[config.mk]
export PLATFORM = sky130hd
export DESIGN_NAME = step_display_ctrl
export DESIGN_NICKNAME = d
export VERILOG_FILES = /design/src/rtl/debug_pkg.sv /design/src/rtl/hex_to_seg.sv /design/src/rtl/step_display_ctrl.sv
export SDC_FILE = /design/constraint.sdc
export NUM_CORES = 1
export LEC_CHECK = 0
export ABC_AREA = 1
export CAP_MARGIN = 20
export CORE_ASPECT_RATIO = 0.6
export CORE_MARGIN = 1
export CORE_UTILIZATION = 25
export CTS_CLUSTER_SIZE = 30
export DETAILED_ROUTE_END_ITERATION = 10
export PLACE_DENSITY_LB_ADDON = 0.08
export SYNTH_ARGS = -nofsm -noshare
export SYNTH_HDL_FRONTEND = slang
export SYNTH_HIERARCHICAL = 1
export SYNTH_SLANG_ARGS = --single-unit
[constraint.sdc]
create_clock -name clk -period 2.5 [get_ports clk]
set_input_delay 0.625 -clock clk [delete_from_list [all_inputs] [get_ports clk]]
set_output_delay 0.625 -clock clk [all_outputs]
set_load 0.01 [all_outputs]
[src/rtl/debug_pkg.sv]
// Shared constants for the board-level step/display companion of the MIPS core.
//   - Step FSM state encodings (kept as plain localparams so older tools and
//     checkers can compare against fixed numeric codes).
//   - Active-low seven-segment patterns, ordered {g,f,e,d,c,b,a}.
package debug_pkg;

  localparam logic [1:0] ST_IDLE     = 2'd0;
  localparam logic [1:0] ST_HIGH     = 2'd1;
  localparam logic [1:0] ST_WAIT_REL = 2'd2;

  localparam logic [6:0] SEG_0     = 7'b1000000;
  localparam logic [6:0] SEG_1     = 7'b1111001;
  localparam logic [6:0] SEG_2     = 7'b0100100;
  localparam logic [6:0] SEG_3     = 7'b0110000;
  localparam logic [6:0] SEG_4     = 7'b0011001;
  localparam logic [6:0] SEG_5     = 7'b0010010;
  localparam logic [6:0] SEG_6     = 7'b0000010;
  localparam logic [6:0] SEG_7     = 7'b1111000;
  localparam logic [6:0] SEG_8     = 7'b0000000;
  localparam logic [6:0] SEG_9     = 7'b0010000;
  localparam logic [6:0] SEG_A     = 7'b0001000;
  localparam logic [6:0] SEG_B     = 7'b0000011;
  localparam logic [6:0] SEG_C     = 7'b1000110;
  localparam logic [6:0] SEG_D     = 7'b0100001;
  localparam logic [6:0] SEG_E     = 7'b0000110;
  localparam logic [6:0] SEG_F     = 7'b0001110;
  localparam logic [6:0] SEG_BLANK = 7'h7F;

endpackage

[src/rtl/hex_to_seg.sv]
// Combinational hex digit to seven-segment decoder.
// Ports:
//   hex_i  [3:0]  nibble to display
//   seg_o  [6:0]  active-low segments {g,f,e,d,c,b,a}
module hex_to_seg
  import debug_pkg::*;
(
  input  logic [3:0] hex_i,
  output logic [6:0] seg_o
);

  always_comb begin
    seg_o = SEG_BLANK;
    case (hex_i)
      4'h0: seg_o = SEG_0;
      4'h1: seg_o = SEG_1;
      4'h2: seg_o = SEG_2;
      4'h3: seg_o = SEG_3;
      4'h4: seg_o = SEG_4;
      4'h5: seg_o = SEG_5;
      4'h6: seg_o = SEG_6;
      4'h7: seg_o = SEG_7;
      4'h8: seg_o = SEG_8;
      4'h9: seg_o = SEG_9;
      4'hA: seg_o = SEG_A;
      4'hB: seg_o = SEG_B;
      4'hC: seg_o = SEG_C;
      4'hD: seg_o = SEG_D;
      4'hE: seg_o = SEG_E;
      4'hF: seg_o = SEG_F;
      default: seg_o = SEG_BLANK;
    endcase
  end

endmodule

[src/rtl/step_display_ctrl.sv]
// Board-level companion stage for the pipelined MIPS core.
//   - Debounces the step push-button and emits exactly one PULSE_CYCLES-wide
//     cpuClk pulse per debounced press.
//   - Registers the switch register select towards the core (regInput).
//   - Scans a 4-digit common-anode display showing 16 bits of the PC or of
//     the selected register, latched once per frame so digits never tear.
// Ports:
//   clk, rst_n         board clock (rising edge), async active-low reset
//   stepBtn            raw bouncy step button, active-high, asynchronous
//   modeSel, halfSel   0/1 = PC/register, 0/1 = low/high half-word
//   regSel [4:0]       register number from switches
//   pcValue, regValue  32-bit PC and register read data from the core
//   cpuClk             step clock to the core
//   regInput [4:0]     register select to the core
//   anode [3:0]        digit enables, active-low
//   cathode [6:0]      segments {g,f,e,d,c,b,a}, active-low
//   dp                 decimal point, active-low (lit on digit 0 in register mode)
//   dbgState [1:0]     current step FSM state, for observation only
module step_display_ctrl
  import debug_pkg::*;
#(
  parameter logic [15:0] DEBOUNCE_CYCLES = 16'd50000,
  parameter logic [7:0]  PULSE_CYCLES    = 8'd4,
  parameter int          SCAN_BITS       = 18
) (
  input  logic        clk,
  input  logic        rst_n,
  input  logic        stepBtn,
  input  logic        modeSel,
  input  logic        halfSel,
  input  logic [4:0]  regSel,
  input  logic [31:0] pcValue,
  input  logic [31:0] regValue,
  output logic        cpuClk,
  output logic [4:0]  regInput,
  output logic [3:0]  anode,
  output logic [6:0]  cathode,
  output logic        dp,
  output logic [1:0]  dbgState
);

  // ---------------- button synchroniser + debouncer ----------------
  logic        sync1_q, sync2_q;
  logic        stable_q, stable_d;
  logic [15:0] deb_cnt_q, deb_cnt_d;

  always_comb begin
    stable_d  = stable_q;
    deb_cnt_d = '0;
    if (sync2_q != stable_q) begin
      if (deb_cnt_q == DEBOUNCE_CYCLES - 16'd1) begin
        stable_d  = sync2_q;
        deb_cnt_d = '0;
      end else begin
        deb_cnt_d = deb_cnt_q + 16'd1;
      end
    end
  end

  // The FSM reacts to the debounced rise on the same edge that stable_q
  // updates, so cpuClk rises together with the new stable level.
  logic press;
  assign press = stable_d & ~stable_q;

  // ---------------- step FSM ----------------
  logic [1:0] state_q, state_d;
  logic [7:0] pulse_cnt_q, pulse_cnt_d;
  logic       cpu_clk_q, cpu_clk_d;

  always_comb begin
    state_d     = state_q;
    pulse_cnt_d = pulse_cnt_q;
    cpu_clk_d   = cpu_clk_q;
    case (state_q)
      ST_IDLE: begin
        if (press) begin
          state_d     = ST_HIGH;
          cpu_clk_d   = 1'b1;
          pulse_cnt_d = '0;
        end
      end
      ST_HIGH: begin
        // Button level is ignored here: a release cannot cut the pulse short.
        if (pulse_cnt_q == PULSE_CYCLES - 8'd1) begin
          state_d     = ST_WAIT_REL;
          cpu_clk_d   = 1'b0;
          pulse_cnt_d = '0;
        end else begin
          pulse_cnt_d = pulse_cnt_q + 8'd1;
        end
      end
      ST_WAIT_REL: begin
        if (!stable_q) state_d = ST_IDLE;
      end
      default: begin
        state_d     = ST_IDLE;
        cpu_clk_d   = 1'b0;
        pulse_cnt_d = '0;
      end
    endcase
  end

  // ---------------- display scan ----------------
  logic [SCAN_BITS-1:0] scan_cnt_q;
  logic [1:0]           idx;
  logic [31:0]          word;
  logic [15:0]          shadow_q, shadow_d;
  logic [3:0]           nibble;
  logic [6:0]           seg;
  logic [3:0]           anode_d;
  logic                 dp_d;

  assign idx  = scan_cnt_q[SCAN_BITS-1 -: 2];
  assign word = modeSel ? regValue : pcValue;

  // Snapshot at the start of each frame; the decode uses the next shadow
  // value so digit 0 of the new frame already shows the new snapshot.
  assign shadow_d = (scan_cnt_q == '0) ? (halfSel ? word[31:16] : word[15:0])
                                       : shadow_q;
  assign nibble   = shadow_d[{idx, 2'b00} +: 4];
  assign anode_d  = ~(4'b0001 << idx);
  assign dp_d     = !((idx == 2'd0) && modeSel);

  hex_to_seg u_hex_to_seg (
    .hex_i (nibble),
    .seg_o (seg)
  );

  // ---------------- registers ----------------
  logic [3:0] anode_q;
  logic [6:0] cathode_q;
  logic       dp_q;
  logic [4:0] reg_input_q;

  always_ff @(posedge clk or negedge rst_n) begin
    if (!rst_n) begin
      sync1_q     <= 1'b0;
      sync2_q     <= 1'b0;
      stable_q    <= 1'b0;
      deb_cnt_q   <= '0;
      state_q     <= ST_IDLE;
      pulse_cnt_q <= '0;
      cpu_clk_q   <= 1'b0;
      scan_cnt_q  <= '0;
      shadow_q    <= '0;
      anode_q     <= 4'b1111;
      cathode_q   <= SEG_BLANK;
      dp_q        <= 1'b1;
      reg_input_q <= '0;
    end else begin
      sync1_q     <= stepBtn;
      sync2_q     <= sync1_q;
      stable_q    <= stable_d;
      deb_cnt_q   <= deb_cnt_d;
      state_q     <= state_d;
      pulse_cnt_q <= pulse_cnt_d;
      cpu_clk_q   <= cpu_clk_d;
      scan_cnt_q  <= scan_cnt_q + SCAN_BITS'(1);
      shadow_q    <= shadow_d;
      anode_q     <= anode_d;
      cathode_q   <= seg;
      dp_q        <= dp_d;
      reg_input_q <= regSel;
    end
  end

  assign cpuClk   = cpu_clk_q;
  assign regInput = reg_input_q;
  assign anode    = anode_q;
  assign cathode  = cathode_q;
  assign dp       = dp_q;
  assign dbgState = state_q;

endmodule

* Word level (Yosys, flattened, before mapping)
Memories as Yosys holds them, arrays and structs flattened. A register that Yosys moved wholly into a read port is not among the register bits.
Index checks and enable logic that the tools add are counted.
Widths: inputs -> output; s select.
** Storage, ports and cells
- Bits in registers :: 74
- Bits in latches :: 0
- Memory bits (writable) :: 0
- Bits in read-only memories :: 112
- Input port bits :: 74
- Output and inout bits :: 20
- Word-level logic and storage cells :: 56
- Memories kept :: 1
** Cells by class
- $add $sub $neg :: 3
- Multiply operators :: 0
- Div/mod/pow operators :: 0
- Magnitude comparators :: 0
- Equality and inequality tests :: 8
- Shift-type cells :: 2
- Multiplexer cells :: 17
- Bitwise operators :: 4
- Reductions and logical operators :: 9
** Memories
- (name not given) :: words 16, bits a word 7, rd ports 1, clocked after memory_dff 1, write ports 0, RTL line hex_to_seg.sv:14 : case (hex_i)
** Operator list (count)
- $mux 16 :: 4
- $mux 32 :: 1
- $pmux 8 s3 :: 1
- $add 18x1->18 const B :: 1
- $logic_not 18->1 :: 1
- $add 16x1->16 const B :: 1
- $eq 16x16->1 const B :: 1
- $mux 8 :: 2
- $shiftx 16x5->4 :: 1
- $add 8x1->8 const B :: 1
- $eq 8x2->1 const B :: 1
- $mux 2 :: 3
- $ne 2x2->1 const B :: 3
- $pmux 2 s3 :: 1
- $reduce_and 3->1 :: 2
- $logic_not 2->1 :: 2
- $mux 1 :: 4
- $not 4->4 :: 1
- $shl 1x2->4 const A :: 1
- $pmux 1 s3 :: 1
- $eq 2x1->1 const B :: 1
- $eq 2x2->1 const B :: 1
- $logic_not 1->1 :: 2
- $not 1->1 :: 2
- 4 further kinds :: 4

* Longest topological paths before layout
Gate-level depths: netlist of run 1.
- Depth after elaboration :: 6
- Gate-level depth with buffers :: 17
- Mapped depth without buffers :: 17

* By module
Netlist of run 1, hierarchy kept.
** Modules (own cells, without submodules)
- step_display_ctrl :: times used 1, cells each 537, area each 4252.8 um2, seq. area each 2042.0 um2
- hex_to_seg :: times used 1, cells each 49, area each 274.0 um2, seq. area each 0.0 um2

* Worst setup path before layout of run 1
Ideal clock, no wire load.
- Kind :: input -> register
- From :: in modeSel
- To :: reg cathode_q[3] (netlist: cathode[3])
- Setup time :: 0.060 ns
- Arrival :: 2.090 ns
- Required time :: 2.440 ns
- Slack :: 0.349 ns
- Stages :: 14
- Buffers on the path :: 2
- Cell sequence :: clkbuf_2 -> inv_1 -> buf_2 -> o21ai_0 -> nand2_1 -> inv_1 -> nand2_1 -> nand3_1 -> nand3_1 -> inv_1 -> ha_1 -> nand2_1 -> nand3_1 -> nand2_1
** On the way
- Cells in the longest elaborated chain, start to end :: 4
** RTL lines
- from (decl) :: RTL line step_display_ctrl.sv:29 : input logic modeSel,
- $mux 32 :: RTL line step_display_ctrl.sv:114 : assign word = modeSel ? regValue : pcValue;
- $mux 16 (2 in a row) :: RTL line step_display_ctrl.sv:118 : assign shadow_d = (scan_cnt_q == '0) ? (halfSel ? word[31:16] : word[15:0])
- $shiftx 16x5->4 :: RTL line step_display_ctrl.sv:120 : assign nibble = shadow_d[{idx, 2'b00} +: 4];
- net nibble[1] :: RTL line step_display_ctrl.sv:108 : logic [3:0] nibble;
- to (decl) :: RTL line step_display_ctrl.sv:131 : logic [6:0] cathode_q;
The timed path passes the listed nets, and every way through them passes these cells.
A chain may end at the register's enable or synchronous reset.

* Final worst setup path of run 1
- From :: reg scan_cnt_q[1]
- To :: reg cathode_q[3] (netlist: cathode[3])
** On the way
- Cells in the longest elaborated chain, start to end :: 3
** RTL lines
- from (decl) :: RTL line step_display_ctrl.sv:104 : logic [SCAN_BITS-1:0] scan_cnt_q;
- from (signal assigned) :: RTL line step_display_ctrl.sv:158 : scan_cnt_q <= scan_cnt_q + SCAN_BITS'(1);
- $logic_not 18->1 :: RTL line step_display_ctrl.sv:118
- $mux 16 :: RTL line step_display_ctrl.sv:118
- $shiftx 16x5->4 :: RTL line step_display_ctrl.sv:120
- net nibble[1] :: RTL line step_display_ctrl.sv:108
The timed path passes the listed nets, and every way through them passes these cells.

==> flow_metrics.tcl, run 1 <==
set metrics [dict create \
    synth_cell_types 35 \
    rrSetupSlack_ns 0.23 \
    fin_nets 782 \
    endpoint_kind "flip-flop" \
    drc 0 \
    worst_r2r_path_depth 16 \
    required_ns 2.78 \
    power.share.sequential 0.440 \
    status "finished clean" \
    hpwl_mm 8.92 \
    cp-start-kind "flip-flop" \
    grt_overflow_total 0 \
    grt_usage 0.131 \
    holdBufCountCts 0 \
    synthCells 586 \
    yosys_warnings 6 \
    synth_nets 671 \
    synth-edff-count 0 \
    p_sw_uw 792 \
    p_sw_frac 0.249 \
    crit_family "simple AND/OR/NAND/NOR gates" \
    ant_nets 0 \
    drt_iter0_markers 297 \
    cap_violations 0 \
    first_global_vias 3947 \
    clk_pin_slew_ns 0.06 \
    pwr-share-comb 0.139 \
    coreArea_sq_um 17400 \
    cts.sinks 81 \
    synthesis.area_sq_um 4530 \
    initial_core_util 0.260 \
    cts.path.max_buffers 2 \
    crit_buf_inv 4 \
    syn_to_final_growth_pct 35.7 \
    skew_ns 0.0117 \
    leakage_nw 2.83 \
    dieWidth_um 176 \
    wl_per_cell_um 12.2 \
    gp_congestion 0.835 \
    powerDensity_nw_per_um2 518 \
    row_count 37 \
    p_int_mw 2.39 \
    post-place-ws_ns -0.137 \
    fp.dieH_um 106 \
    crit_path_cell_trace "inv_1 -> ha_1 -> inv_1 -> nor2_1 -> nand3_2 -> nor2_2 -> nand2_4 -> inv_6 -> nand2_1 -> nand3_1 -> nand3_1 -> inv_1 -> ha_1 -> nand2_1 -> nand3_1 -> nand2_1" \
    async_flop_share 1.00 \
    drt_first_pass_iters 5 \
    antenna_cells 0 \
    ir_drop_v 0.000264 \
    holdWs_ns 0.176 \
    worst-setup-path-type "flip-flop to flip-flop" \
    numCtsBuffers 9 \
    dominantRegCellSynth "dfrtp_1" \
    setup_slack_ns 0.227 \
    wl_mm 11.4 \
    min_path_type "primary input to async pin" \
    grt_pass1_wl_mm 19.4 \
    cts_tree "done" \
    cpMaxStageDelayCell "dfrtp_1" \
    drive_above_1_share 0.111 \
    r2r_start "scan_cnt_q[1]" \
    antenna_found_initial 0 \
    tightestPinTransition_ns 0.582 \
    ctsRootBufferMaster "clkbuf_16" \
    viasPerCell 4.34 \
    hold_violations 0 \
    vias 4064 \
    setup_viol 0 \
    tns_ns 0 \
    synth-seq-cells 81 \
    r2r_end "cathode[3]" \
    io_pins 94 \
    drv_slew 0 \
    cp_max_fo 9 \
    post-route-util 0.353 \
    cp.arrival_ns 2.55 \
    clkPwrFrac 0.422 \
    rsz0062_at_grt "no" \
    p_total_mw 3.18 \
    htree_levels 3 \
    period_minus_slack_ns 2.27 \
    dieArea_sq_um 18700 \
    post-route-period-util 0.909 \
    syn_avg_cell_area_sq_um 7.72 \
    portBuffers 93 \
    clkLatencyLatePin_ns 0.34 \
    yosysSeqAreaShare 0.451 \
    max_stage_delay_ns 0.42 \
    max_freq_mhz 440 \
    grt_max_degree 51 \
    slew_headroom 0.608 \
]
## worst max path at each step
stage	from	to	slack, ns	depth (start not counted)
CTS	scan_cnt_q[1]	cathode[0]	0.19	16
global placement	modeSel	cathode[3]	-0.13	15
global route	scan_cnt_q[1]	cathode[1]	0.009	16
floorplan	modeSel	cathode[3]	0.35	14
detailed placement	modeSel	cathode[3]	-0.14	15
finish	scan_cnt_q[1]	cathode[3]	0.23	16
## Yosys cell counts, types with 11 or more instances
cell type / number / share of area
nor2_1: 97 / 0.080
nand3_1: 50 / 0.055
ha_1: 11 / 0.030
o21ai_0: 42 / 0.046
o22ai_1: 12 / 0.017
a21oi_1: 11 / 0.012
nand2_1: 105 / 0.087
inv_1: 83 / 0.069
dfstp_2: 12 / 0.070
dfrtp_1: 69 / 0.38
xor2_1: 19 / 0.037
nand4_1: 11 / 0.015
## kinds of logic after synthesis
kind of cell,synth area share
AOI/OAI and AO/OA,0.104
xor gates and xnor gates,0.0406
adders and majority gates,0.0304
buffers and inverters,0.0926
DFF,0.451
and+or+nand+nor,0.281
## sequential cells by signal, indices dropped and copies added, names as in the netlist
signal and cells:
scan_cnt_q 18, deb_cnt_q 16, shadow_q 16, pulse_cnt_q 8, cathode 7, regInput 5
anode 4, dbgState 2, cpuClk 1, dp 1, stable_q 1, sync1_q 1
sync2_q 1
## repair_timing
item,CTS,global route
gates resized for setup,0,3
setup endpoints to repair,0,6
setup buffers,0,0
## layout make-up
type / count / area, sq um
fill: 1837 / 11300
clock buffer: 10 / 229
inverter: 86 / 328
multi-input combinational: 404 / 2070
clock inverter: 6 / 67.6
tap: 234 / 293
timing repair buffer: 115 / 1110
sequential: 81 / 2040
## placed cells by master, fill, tap and decap left out, types with 10 or more instances in the layout
master,instances
a21oi_1,11
buf_4,21
clkdlybuf4s50_1,92
dfrtp_1,69
dfstp_2,12
ha_1,11
inv_1,83
nand2_1,105
nand3_1,49
nand4_1,11
nor2_1,97
nor3_1,10
o21ai_0,42
o22ai_1,12
xor2_1,19
## power groups by stage
| stage | combinational [mW] | sequential [mW] | clock (mW) |
|---|---|---|---|
| 2_1_floorplan | 0.179 | 1.43 | 0 |
| 3_3_place_gp | 0.447 | 1.42 | 0 |
| 3_5_place_dp | 0.447 | 1.42 | 0 |
| 4_1_cts | 0.449 | 1.40 | 1.39 |
| 5_1_grt | 0.498 | 1.41 | 1.46 |
| 6_report | 0.442 | 1.40 | 1.34 |
## metal layers
| metal | track usage | vias to the layer above | wire, um |
|---|---|---|---|
| li1 | - | 2083 | - |
| met1 | 0.200 | 1902 | 6210 |
| met2 | 0.184 | 72 | 4700 |
| met3 | 0.0365 | 7 | 475 |
| met4 | 0.0211 | 0 | 48 |
| met5 | 0 | - | 0 |
## through the flow
stage                     std cells  area, sq um
after CTS                       936         6130
after global routing            936         6140
after floorplan                 586         4530
final                           936         6140
after detailed placement        920         5830
after global placement          920         5830
No activity file was read; power rests on OpenSTA's default activity.
==> run 2, diff against run 1 <==
CTS_BUF_LIST = sky130_fd_sc_hd__clkbuf_2 sky130_fd_sc_hd__clkbuf_4 sky130_fd_sc_hd__clkbuf_8   (was default)
==> flow_metrics.tcl, run 2 (synthesized netlist as in run 1, its figures left out) <==
set metrics [dict create \
    antenna_found_initial 0 \
    min_path_type "primary input to async pin" \
    wl_per_cell_um 12.3 \
    status "finished clean" \
    leakage_nw 2.78 \
    worst-setup-path-type "flip-flop to flip-flop" \
    post-route-util 0.347 \
    clk_pin_slew_ns 0.09 \
    setup_slack_ns 0.222 \
    setup_viol 0 \
    post-route-period-util 0.911 \
    grt_usage 0.131 \
    endpoint_kind "flip-flop" \
    coreArea_sq_um 17400 \
    r2r_start "scan_cnt_q[1]" \
    cts.path.max_buffers 2 \
    slew_headroom 0.619 \
    io_pins 94 \
    hold_violations 0 \
    cp-start-kind "flip-flop" \
    cap_violations 0 \
    powerDensity_nw_per_um2 470 \
    hpwl_mm 8.92 \
    required_ns 2.81 \
    vias 4084 \
    fin_cells 936 \
    tns_ns 0 \
    viasPerCell 4.36 \
    drc 0 \
    largest_register_ffs 18 \
    drive_above_1_share 0.113 \
    dieWidth_um 176 \
    critPathLaunch "scan_cnt_q[1]" \
    final_cell_mix "nand2_1 (105), nor2_1 (97), clkdlybuf4s50_1 (92)" \
    post-place-ws_ns -0.137 \
    gp_congestion 0.835 \
    postPlaceCellArea_sq_um 5830 \
    antenna_cells 0 \
    fp.dieH_um 106 \
    rsz0062_at_grt "no" \
    skew_ns 0.0165 \
    grt_max_degree 51 \
    cp_max_fo 9 \
    dp_cells 920 \
    period_minus_slack_ns 2.28 \
    cp.arrival_ns 2.59 \
    wl_mm 11.5 \
    grt_pass1_wl_mm 19.4 \
    clkLatencyLatePin_ns 0.37 \
    largestRegisters "scan_cnt_q (18), deb_cnt_q (16), shadow_q (16)" \
    initial_core_util 0.260 \
    max_freq_mhz 439 \
    fin_nets 782 \
    cts.sinks 81 \
    cts_post_setup_buffers_inserted 0 \
    holdWs_ns 0.149 \
    final_common_cell "nand2_1" \
    portBuffers 93 \
    syn_to_final_growth_pct 33.6 \
    numCtsBuffers 9 \
    first_global_vias 3955 \
    htree_levels 3 \
    ant_nets 0 \
    ctsRootBufferMaster "clkbuf_8" \
    p_total_mw 2.84 \
    drt_iter0_markers 316 \
    postLayoutCellArea_sq_um 6050 \
    grt_overflow_total 0 \
    ir_drop_v 0.000228 \
    regMostFlops "scan_cnt_q" \
    drt_first_pass_iters 4 \
    cts_tree "done" \
    row_count 37 \
    fill_cells 1849 \
    tightestPinTransition_ns 0.567 \
    dieArea_sq_um 18700 \
    drv_slew 0 \
]
run 2: critical path: stages, from the launching register on:
cell,delay (ns)
dfrtp_1,0.43
inv_1,0.07
ha_1,0.13
inv_1,0.03
nor2_1,0.17
nand3_2,0.09
nor2_2,0.15
nand2_4,0.13
inv_6,0.10
nand2_1,0.05
nand3_1,0.06
nand3_1,0.15
inv_1,0.17
ha_1,0.27
nand2_1,0.06
nand3_1,0.07
nand2_1,0.07
run 2: final timing paths:
check / slack, ns / depth (start not counted) / endpoint
worst min register to register: 0.37 / 0 / sync2_q
min in group clk: 0.37 / 0 / sync2_q
worst max register to register: 0.22 / 16 / cathode[3]
max in group asynchronous: 1.72 / 2 / cathode[0]
worst min-delay path: 0.15 / 1 / scan_cnt_q[5]
worst max-delay path: 0.22 / 16 / cathode[3]
run 2: power breakdown:
part / switching (mW) / internal, mW / leakage, nW
Clock: 0.526 / 0.477 / 0.0963
Combinational: 0.204 / 0.238 / 1.66
Sequential: 0.0225 / 1.38 / 1.02
run 2: final cells by class:
| type | instances | area [sq um] | area share |
|---|---|---|---|
| clock buffers | 10 | 131 | 0.0217 |
| multi-input cells | 404 | 2070 | 0.342 |
| well taps | 234 | 293 | 0.0484 |
| clock inverters | 6 | 67.6 | 0.0112 |
| flip-flops and latches | 81 | 2040 | 0.338 |
| repair buffers | 115 | 1120 | 0.185 |
| inverters | 86 | 328 | 0.0542 |
run 2: what timing repair did:
item,in CTS,in global routing
gates resized for setup,0,4
endpoints found under the setup margin,0,6
hold buffers,0,0
run 2: routing by layer:
layer,global-route usage,wire length [um],up-vias
li1,-,-,2081
met1,0.200,6220,1918
met2,0.184,4730,77
met3,0.0290,453,8
met4,0.0304,76,0
met5,0,0,-
==> run 3, diff against run 2 <==
CTS_BUF_LIST = sky130_fd_sc_hd__clkbuf_16   (was sky130_fd_sc_hd__clkbuf_2 sky130_fd_sc_hd__clkbuf_4 sky130_fd_sc_hd__clkbuf_8)
==> flow_metrics.tcl, run 3 (synthesized netlist as in run 1, its figures left out) <==
set metrics [dict create \
    required_ns 2.78 \
    holdBufCountCts 0 \
    cp-start-kind "flip-flop" \
    tightestPinTransition_ns 0.582 \
    syn_to_final_growth_pct 35.7 \
    portBuffers 93 \
    final_cell_mix "nand2_1 (105), nor2_1 (97), clkdlybuf4s50_1 (92)" \
    endpoint_kind "flip-flop" \
    wl_mm 11.4 \
    hold_violations 0 \
    ant_nets 0 \
    p_total_mw 3.18 \
    gp_congestion 0.835 \
    grt_usage 0.131 \
    largestRegisters "scan_cnt_q (18), deb_cnt_q (16), shadow_q (16)" \
    cp_max_fo 9 \
    cap_violations 0 \
    coreArea_sq_um 17400 \
    hpwl_mm 8.92 \
    io_pins 94 \
    r2r_start "scan_cnt_q[1]" \
    rsz0062_at_grt "no" \
    final_common_cell "nand2_1" \
    drive_above_1_share 0.111 \
    row_count 37 \
    clkLatencyLatePin_ns 0.34 \
    wl_per_cell_um 12.2 \
    dieWidth_um 176 \
    ir_drop_v 0.000264 \
    fp.dieH_um 106 \
    regMostFlops "scan_cnt_q" \
    drt_first_pass_iters 5 \
    antenna_found_initial 0 \
    clk_pin_slew_ns 0.06 \
    antenna_cells 0 \
    numCtsBuffers 9 \
    drt_iter0_markers 301 \
    fin_nets 782 \
    drc 0 \
    cp.arrival_ns 2.55 \
    drv_slew 0 \
    grt_max_degree 51 \
    min_path_type "primary input to async pin" \
    cts.path.max_buffers 2 \
    holdWs_ns 0.176 \
    htree_levels 3 \
    grt_pass1_wl_mm 19.4 \
    vias 4063 \
    viasPerCell 4.34 \
    critPathLaunch "scan_cnt_q[1]" \
    status "finished clean" \
    worst-setup-path-type "flip-flop to flip-flop" \
    first_global_vias 3947 \
    ctsRootBufferMaster "clkbuf_16" \
    grt_overflow_total 0 \
    post-route-period-util 0.909 \
    initial_core_util 0.260 \
    slew_headroom 0.608 \
    setup_viol 0 \
    max_freq_mhz 440 \
    cts.sinks 81 \
    period_minus_slack_ns 2.27 \
    powerDensity_nw_per_um2 518 \
    dieArea_sq_um 18700 \
    largest_register_ffs 18 \
    cts_tree "done" \
    leakage_nw 2.83 \
    skew_ns 0.0117 \
]
## run 3: final timing paths
kind | cells after the start | slack (ns) | endpoint
max | 16 | 0.23 | cathode[3]
min | 1 | 0.18 | scan_cnt_q[5]
max reg2reg | 16 | 0.23 | cathode[3]
min reg2reg | 0 | 0.37 | sync2_q
max in group asynchronous | 2 | 1.69 | cathode[0]
min in group clk | 0 | 0.37 | sync2_q
## run 3: what timing repair did
action | 4_1_cts | 5_1_grt
setup endpoints to repair | 0 | 6
gates resized for setup | 0 | 3
setup buffers | 0 | 0
## run 3: cell type report
| cell class | count | area (sq um) |
|---|---|---|
| Fill cell | 1837 | 11300 |
| Multi-Input combinational cell | 404 | 2070 |
| Sequential cell | 81 | 2040 |
| Timing Repair Buffer | 115 | 1110 |
| Inverter | 86 | 328 |
| Tap cell | 234 | 293 |
| Clock buffer | 9 | 225 |
| Clock inverter | 7 | 71.3 |
## run 3: per-stage QoR
step	cell area [sq um]	utilization	TNS, ns	worst slack [ns]	instances
finish	6140	0.353	0	0.227	936
global route	6140	0.353	0	0.00903	936
CTS	6130	0.352	0	0.191	936
detailed placement	5830	0.335	-0.604	-0.137	920
global placement	5830	0.335	-0.394	-0.129	920
floorplan	4530	-	0	0.349	586
## run 3: where the power goes
part / leakage, nW / switching [mW] / internal (mW)
Sequential: 1.02 / 0.0226 / 1.38
Clock: 0.143 / 0.565 / 0.774
Combinational: 1.67 / 0.205 / 0.238
## run 3: critical path, cell delays in order (launching register included)
cell and delay (ns):
dfrtp_1 0.42, inv_1 0.07, ha_1 0.13, inv_1 0.03, nor2_1 0.17, nand3_2 0.09, nor2_2 0.15, nand2_4 0.13
inv_6 0.10, nand2_1 0.05, nand3_1 0.06, nand3_1 0.16, inv_1 0.18, ha_1 0.27, nand2_1 0.06, nand3_1 0.07
nand2_1 0.07
## run 3: per-layer routing
| layer | GRT usage | share of wire |
|---|---|---|
| met4 | 0.0211 | 0.0042 |
| met3 | 0.0365 | 0.042 |
| met2 | 0.184 | 0.41 |
| met1 | 0.200 | 0.54 |
| met5 | 0 | 0 |
